$ cat config.mk
export PLATFORM = sky130hd
export DESIGN_NAME = led_fader
export DESIGN_NICKNAME = d
export VERILOG_FILES = /design/src/rtl/led_fader.sv
export SDC_FILE = /design/constraint.sdc
export NUM_CORES = 1
export LEC_CHECK = 0
export ABC_AREA = 1
export BUFFER_PORTS_ARGS = -buffer_cell sky130_fd_sc_hd__buf_2
export CAP_MARGIN = 15
export CORE_MARGIN = 2
export CORE_UTILIZATION = 60
export DETAILED_ROUTE_END_ITERATION = 8
export GPL_TIMING_DRIVEN = 0
export HOLD_SLACK_MARGIN = 0.08
export PLACE_DENSITY = 0.77
export SKIP_CTS_REPAIR_TIMING = 1
export SYNTH_ARGS = -nofsm -noshare
export SYNTH_HDL_FRONTEND = slang
export SYNTH_SLANG_ARGS = --single-unit
$ cat constraint.sdc
create_clock -name wb_clk -period 2.5 [get_ports wb_clk]
set_input_delay 0.125 -clock wb_clk [delete_from_list [all_inputs] [get_ports wb_clk]]
set_output_delay 0.125 -clock wb_clk [all_outputs]
set_load 0.01 [all_outputs]
$ cat src/rtl/led_fader.sv
// Per-LED PWM fade engine: ramps each of 8 LED levels toward the set_i target word.
// Latency: led_o/busy_o are registered, reflecting counter/level state one cycle earlier.
// Backpressure: none; set_i is a level input sampled on brightness-step cycles only.
//
// Ports:
//   wb_clk  - system clock, rising edge
//   wb_rst  - synchronous active-high reset
//   set_i   - target word, bit i = 1 requests LED i fully on
//   led_o   - PWM-modulated LED drive (registered)
//   busy_o  - high while any LED level differs from its target (registered)
//
// Optional feature: define LED_FADER_GAMMA_EN for a squared (gamma) duty mapping.
module led_fader #(
  parameter int unsigned PRESCALE     = 4,   // clock cycles per PWM tick, 1..65535
  parameter int unsigned STEP_PERIODS = 8    // PWM periods per brightness step, 1..255
) (
  input  logic       wb_clk,
  input  logic       wb_rst,
  input  logic [7:0] set_i,
  output logic [7:0] led_o,
  output logic       busy_o
);

  localparam logic [15:0] PRESC_LAST = 16'(PRESCALE - 1);
  localparam logic [7:0]  STEP_LAST  = 8'(STEP_PERIODS - 1);

  logic [15:0]     presc_q, presc_d;
  logic [7:0]      pwm_q, pwm_d;
  logic [7:0]      step_cnt_q, step_cnt_d;
  logic [7:0][7:0] level_q, level_d;
  logic [7:0]      led_q, led_d;
  logic            busy_q, busy_d;

  logic            tick;
  logic            period_end;
  logic            step;
  logic [7:0][7:0] duty;

  assign tick       = (presc_q == PRESC_LAST);
  assign period_end = tick && (pwm_q == 8'hFF);
  assign step       = period_end && (step_cnt_q == STEP_LAST);

  // Duty mapping from the current level.
  for (genvar g = 0; g < 8; g++) begin : g_duty
`ifdef LED_FADER_GAMMA_EN
    // Upper byte of the 16-bit square: a perceptually even ramp.
    assign duty[g] = 8'(({8'd0, level_q[g]} * {8'd0, level_q[g]}) >> 8);
`else
    assign duty[g] = level_q[g];
`endif
  end

  always_comb begin
    presc_d    = tick ? 16'd0 : presc_q + 16'd1;
    pwm_d      = tick ? pwm_q + 8'd1 : pwm_q;   // wraps 255 -> 0 naturally
    step_cnt_d = step_cnt_q;
    if (period_end) begin
      step_cnt_d = (step_cnt_q == STEP_LAST) ? 8'd0 : step_cnt_q + 8'd1;
    end

    level_d = level_q;
    led_d   = '0;
    busy_d  = 1'b0;
    for (int i = 0; i < 8; i++) begin
      // Saturating ramp toward the target; set_i only matters on a step.
      if (step) begin
        if (set_i[i] && (level_q[i] != 8'hFF)) begin
          level_d[i] = level_q[i] + 8'd1;
        end else if (!set_i[i] && (level_q[i] != 8'h00)) begin
          level_d[i] = level_q[i] - 8'd1;
        end
      end
      // Full level is forced solid so the LED never blinks off at pwm 255.
      led_d[i] = (level_q[i] == 8'hFF) || (pwm_q < duty[i]);
      busy_d   = busy_d | (level_q[i] != {8{set_i[i]}});
    end
  end

  always_ff @(posedge wb_clk) begin
    if (wb_rst) begin
      presc_q    <= '0;
      pwm_q      <= '0;
      step_cnt_q <= '0;
      level_q    <= '0;
      led_q      <= '0;
      busy_q     <= 1'b0;
    end else begin
      presc_q    <= presc_d;
      pwm_q      <= pwm_d;
      step_cnt_q <= step_cnt_d;
      level_q    <= level_d;
      led_q      <= led_d;
      busy_q     <= busy_d;
    end
  end

  assign led_o  = led_q;
  assign busy_o = busy_q;

endmodule

==> flow_summary_export.csv <==
group,metric,value,unit
place,hpwlAfterDp,15400,um
cells_and_area,final_cell_mix,"nand2_1 (443), inv_1 (181), a21oi_1 (147), nand3_1 (132), nor2_1 (116)",
clocking,cts_tree,"built",
route,drt_pass1_iterations,5,
synthesis,yosysUniqueCellTypes,29,
setup_path,max_stage_delay,0.47,ns
setup_path,critical_path_arrival,2.67,ns
global_route,grt-ovfl-total,0,
job,cap_violations,0,
synthesis,async_reset_ff_frac,0,
run_status,outcome,"completed",
setup_path,cp-end-kind,"flip-flop",
global_route,grt_antenna_before_repair,0,
route,drc,0,
place,placed_cell_area,9100,sq um
sta,tightestPinTransition,0.758,ns
setup_path,path_max_fanout,10,
clocking,cts_buffers,9,
clocking,clk_path_buf_depth,2,
synthesis,syn_area_per_cell,6.34,sq um
cells_and_area,mostFrequentLayoutCell,"nand2_1",
sta,fin_setup_tns,0,ns
die,num_rows,44,
sta,max_freq,418,MHz
sta,fin_skew,0.0106,ns
synthesis,ys_warn_count,0,
cells_and_area,diodes,0,
cells_and_area,syn2layout_area_growth,7.13,%
route,num_vias,8695,
sta,fin_crit_sh,0.956,
setup_path,rr_worst_depth,8,
global_route,grt_pass1_vias,7914,
sta,slew_violations,0,
cells_and_area,fin_util,0.652,
setup_path,crit_chain,"ha_1 -> nand3_1 -> nor2_1 -> buf_4 -> nand4_2 -> nor2_2 -> nand2_1 -> a21oi_1",
hold_path,worstHoldStart,"set_i[7]",
setup_path,r2r_start,"step_cnt_q[0]$_SDFFE_PP0N_",
route,wirelength,21100,um
route,avgRoutedWirePerCell,13.2,um
setup_path,crit_required,2.78,ns
clocking,cts.clk_slew.worst_paths,0.07,ns
place,gp_congestion,0.875,
global_route,track_usage,0.276,
setup_path,path_class,"flip-flop to flip-flop",
global_route,grt_max_degree,17,
die,num_io_pins,19,
setup_path,cp-start-kind,"flip-flop",
die,die_y,125,um
synthesis,ys_ff_latch,105,
setup_path,r2r_slack,0.11,ns
route,initialDrtViolationCount,497,
synthesis,syn_inst,1385,
synthesis,synth_enable_flop_cells,0,
cells_and_area,final_area,9400,sq um
clocking,cts_sinks,105,
clocking,htreeDepth,3,
hold_path,whs_endpoint,"duty[63]$_SDFFE_PP0P_",
power,p_leak,4.46,nW
sta,finalSetupViolations,0,
route,drtAntennaViolNets,0,
die,die_x,125,um
hold_path,worstHoldPathType,"input port to flip-flop",
synthesis,synth_top_flop_cell,"dfxtp_1",
setup_path,critical-path-top-delay-family,"simple AND/OR/NAND/NOR gates",
sta,hold_viol,0,
cells_and_area,fill_cells,1308,
die,start_util,0.609,
die,coreArea,14400,sq um
cells_and_area,multi_input_area,5910,sq um
synthesis,synth_area,8780,sq um
hold_path,min_path_cells,6,
power,ir_worst_vdd,0.000364,V
power,p_per_area,356,nW/um^2
setup_path,slowest_stage,"nor2_2",
sta,rsz0062_at_grt,"false",
setup_path,rr_endpoint,"duty[39]$_SDFFE_PP0P_",
global_route,grt_first_pass_wirelength,36200,um
cells_and_area,drive_gt1_frac,0.0500,
cells_and_area,seqCellArea,2110,sq um
clocking,cts_root_buf,"clkbuf_16",
sta,maxSlewHeadroom,0.494,
die,dieArea,15600,sq um
setup_path,path_buf_inv,1,
synthesis,syn-num-nets,1511,
synthesis,synth_seq_area_share,0.239,
clocking,clk_latency,0.36,ns
route,via_per_inst,5.42,
place,io_buffers,18,
sta,period_needed,2.39,ns
cells_and_area,nNetsFinal,1540,
## flip-flops by register name, indices dropped and copies added, names as in the netlist
signal,flops
pwm_q,8
presc_q,16
led_o,8
step_cnt_q,8
duty,64
busy_o,1
## per-stage QoR
| stage | setup slack (ns) | total power, mW | hold WS [ns] | instances |
|---|---|---|---|---|
| after floorplan | 0.503 | 1.94 | 0.318 | 1385 |
| after global placement | -0.162 | 2.01 | 0.433 | 1587 |
| after detailed placement | -0.176 | 2.02 | 0.445 | 1587 |
| after CTS | -0.190 | 3.36 | 0.198 | 1603 |
| after global routing | 0.00649 | 3.47 | 0.236 | 1603 |
| final | 0.110 | 3.35 | 0.215 | 1603 |
## power by group
| part | switching [mW] | internal [mW] | total, mW |
|---|---|---|---|
| clock | 0.658 | 0.707 | 1.37 |
| combinational | 0.210 | 0.0927 | 0.303 |
| sequential | 0.00538 | 1.68 | 1.68 |
| total | 0.874 | 2.48 | 3.35 |
## Yosys cell counts, types with 2 or more instances
cell	count	area, sq um
inv_1	181	679
fa_1	8	160
o21bai_1	2	15.0
nand3_1	133	666
or2_2	7	43.8
buf_6	2	22.5
a21oi_1	147	736
dfxtp_1	105	2100
xor2_1	19	166
buf_4	2	15.0
nand3_2	4	40.0
nor3_1	7	35.0
nor2_2	2	12.5
o21ai_0	25	125
nand2_1	447	1680
clkbuf_1	10	37.5
buf_2	5	25.0
nand4_1	20	125
ha_1	108	1350
xnor2_1	17	149
nor2_1	116	435
o21a_1	11	82.6
## area by class of cell
| class | instances | area share |
|---|---|---|
| flip-flops and latches | 105 | 0.225 |
| plain buffers | 19 | 0.0106 |
| clock buffers | 12 | 0.0262 |
| repair buffers | 18 | 0.00958 |
| multi-input cells | 1079 | 0.629 |
| well taps | 184 | 0.0245 |
| inverters | 182 | 0.0727 |
| clock inverters | 4 | 0.00293 |
## worst reg2reg max path, cell delays in order (launching register included)
cell and delay (ns):
dfxtp_1 0.43, ha_1 0.24, nand3_1 0.10, nor2_1 0.14, buf_4 0.26, nand4_2 0.43, nor2_2 0.47, nand2_1 0.11
a21oi_1 0.14
## how the worst max path moves through the flow
stage	slack, ns	from	end	cells after the start
5_1_grt	0.006	duty[40]$_SDFFE_PP0P_	duty[47]$_SDFFE_PP0P_	13
4_1_cts	-0.19	pwm_q[1]$_SDFFE_PP0N_	duty[53]$_SDFFE_PP0P_	9
3_3_place_gp	-0.16	pwm_q[1]$_SDFFE_PP0N_	duty[55]$_SDFFE_PP0P_	9
2_1_floorplan	0.50	duty[40]$_SDFFE_PP0P_	duty[47]$_SDFFE_PP0P_	13
3_5_place_dp	-0.18	pwm_q[1]$_SDFFE_PP0N_	duty[55]$_SDFFE_PP0P_	9
6_report	0.11	step_cnt_q[0]$_SDFFE_PP0N_	duty[39]$_SDFFE_PP0P_	8
## layer usage
layer | global-route usage | wire (um) | share of wire | up-vias
li1 | - | - | - | 4550
met1 | 0.372 | 10000 | 0.48 | 3900
met2 | 0.451 | 9500 | 0.45 | 198
met3 | 0.0479 | 1020 | 0.048 | 47
met4 | 0.0954 | 571 | 0.027 | 0
met5 | 0 | 0 | 0 | -
## logic make-up (layout without fill, tap and decap cells)
group / Yosys count / in the layout / synth area share
adder cells (fa/ha/maj): 116 / 116 / 0.172
flip-flops: 105 / 105 / 0.239
XOR/XNOR: 36 / 36 / 0.0359
AO/OA/AOI/OAI: 185 / 185 / 0.109
AND/OR/NAND/NOR: 742 / 742 / 0.354
buffers and inverters: 201 / 235 / 0.0892
No activity file was read; power rests on OpenSTA's default activity.
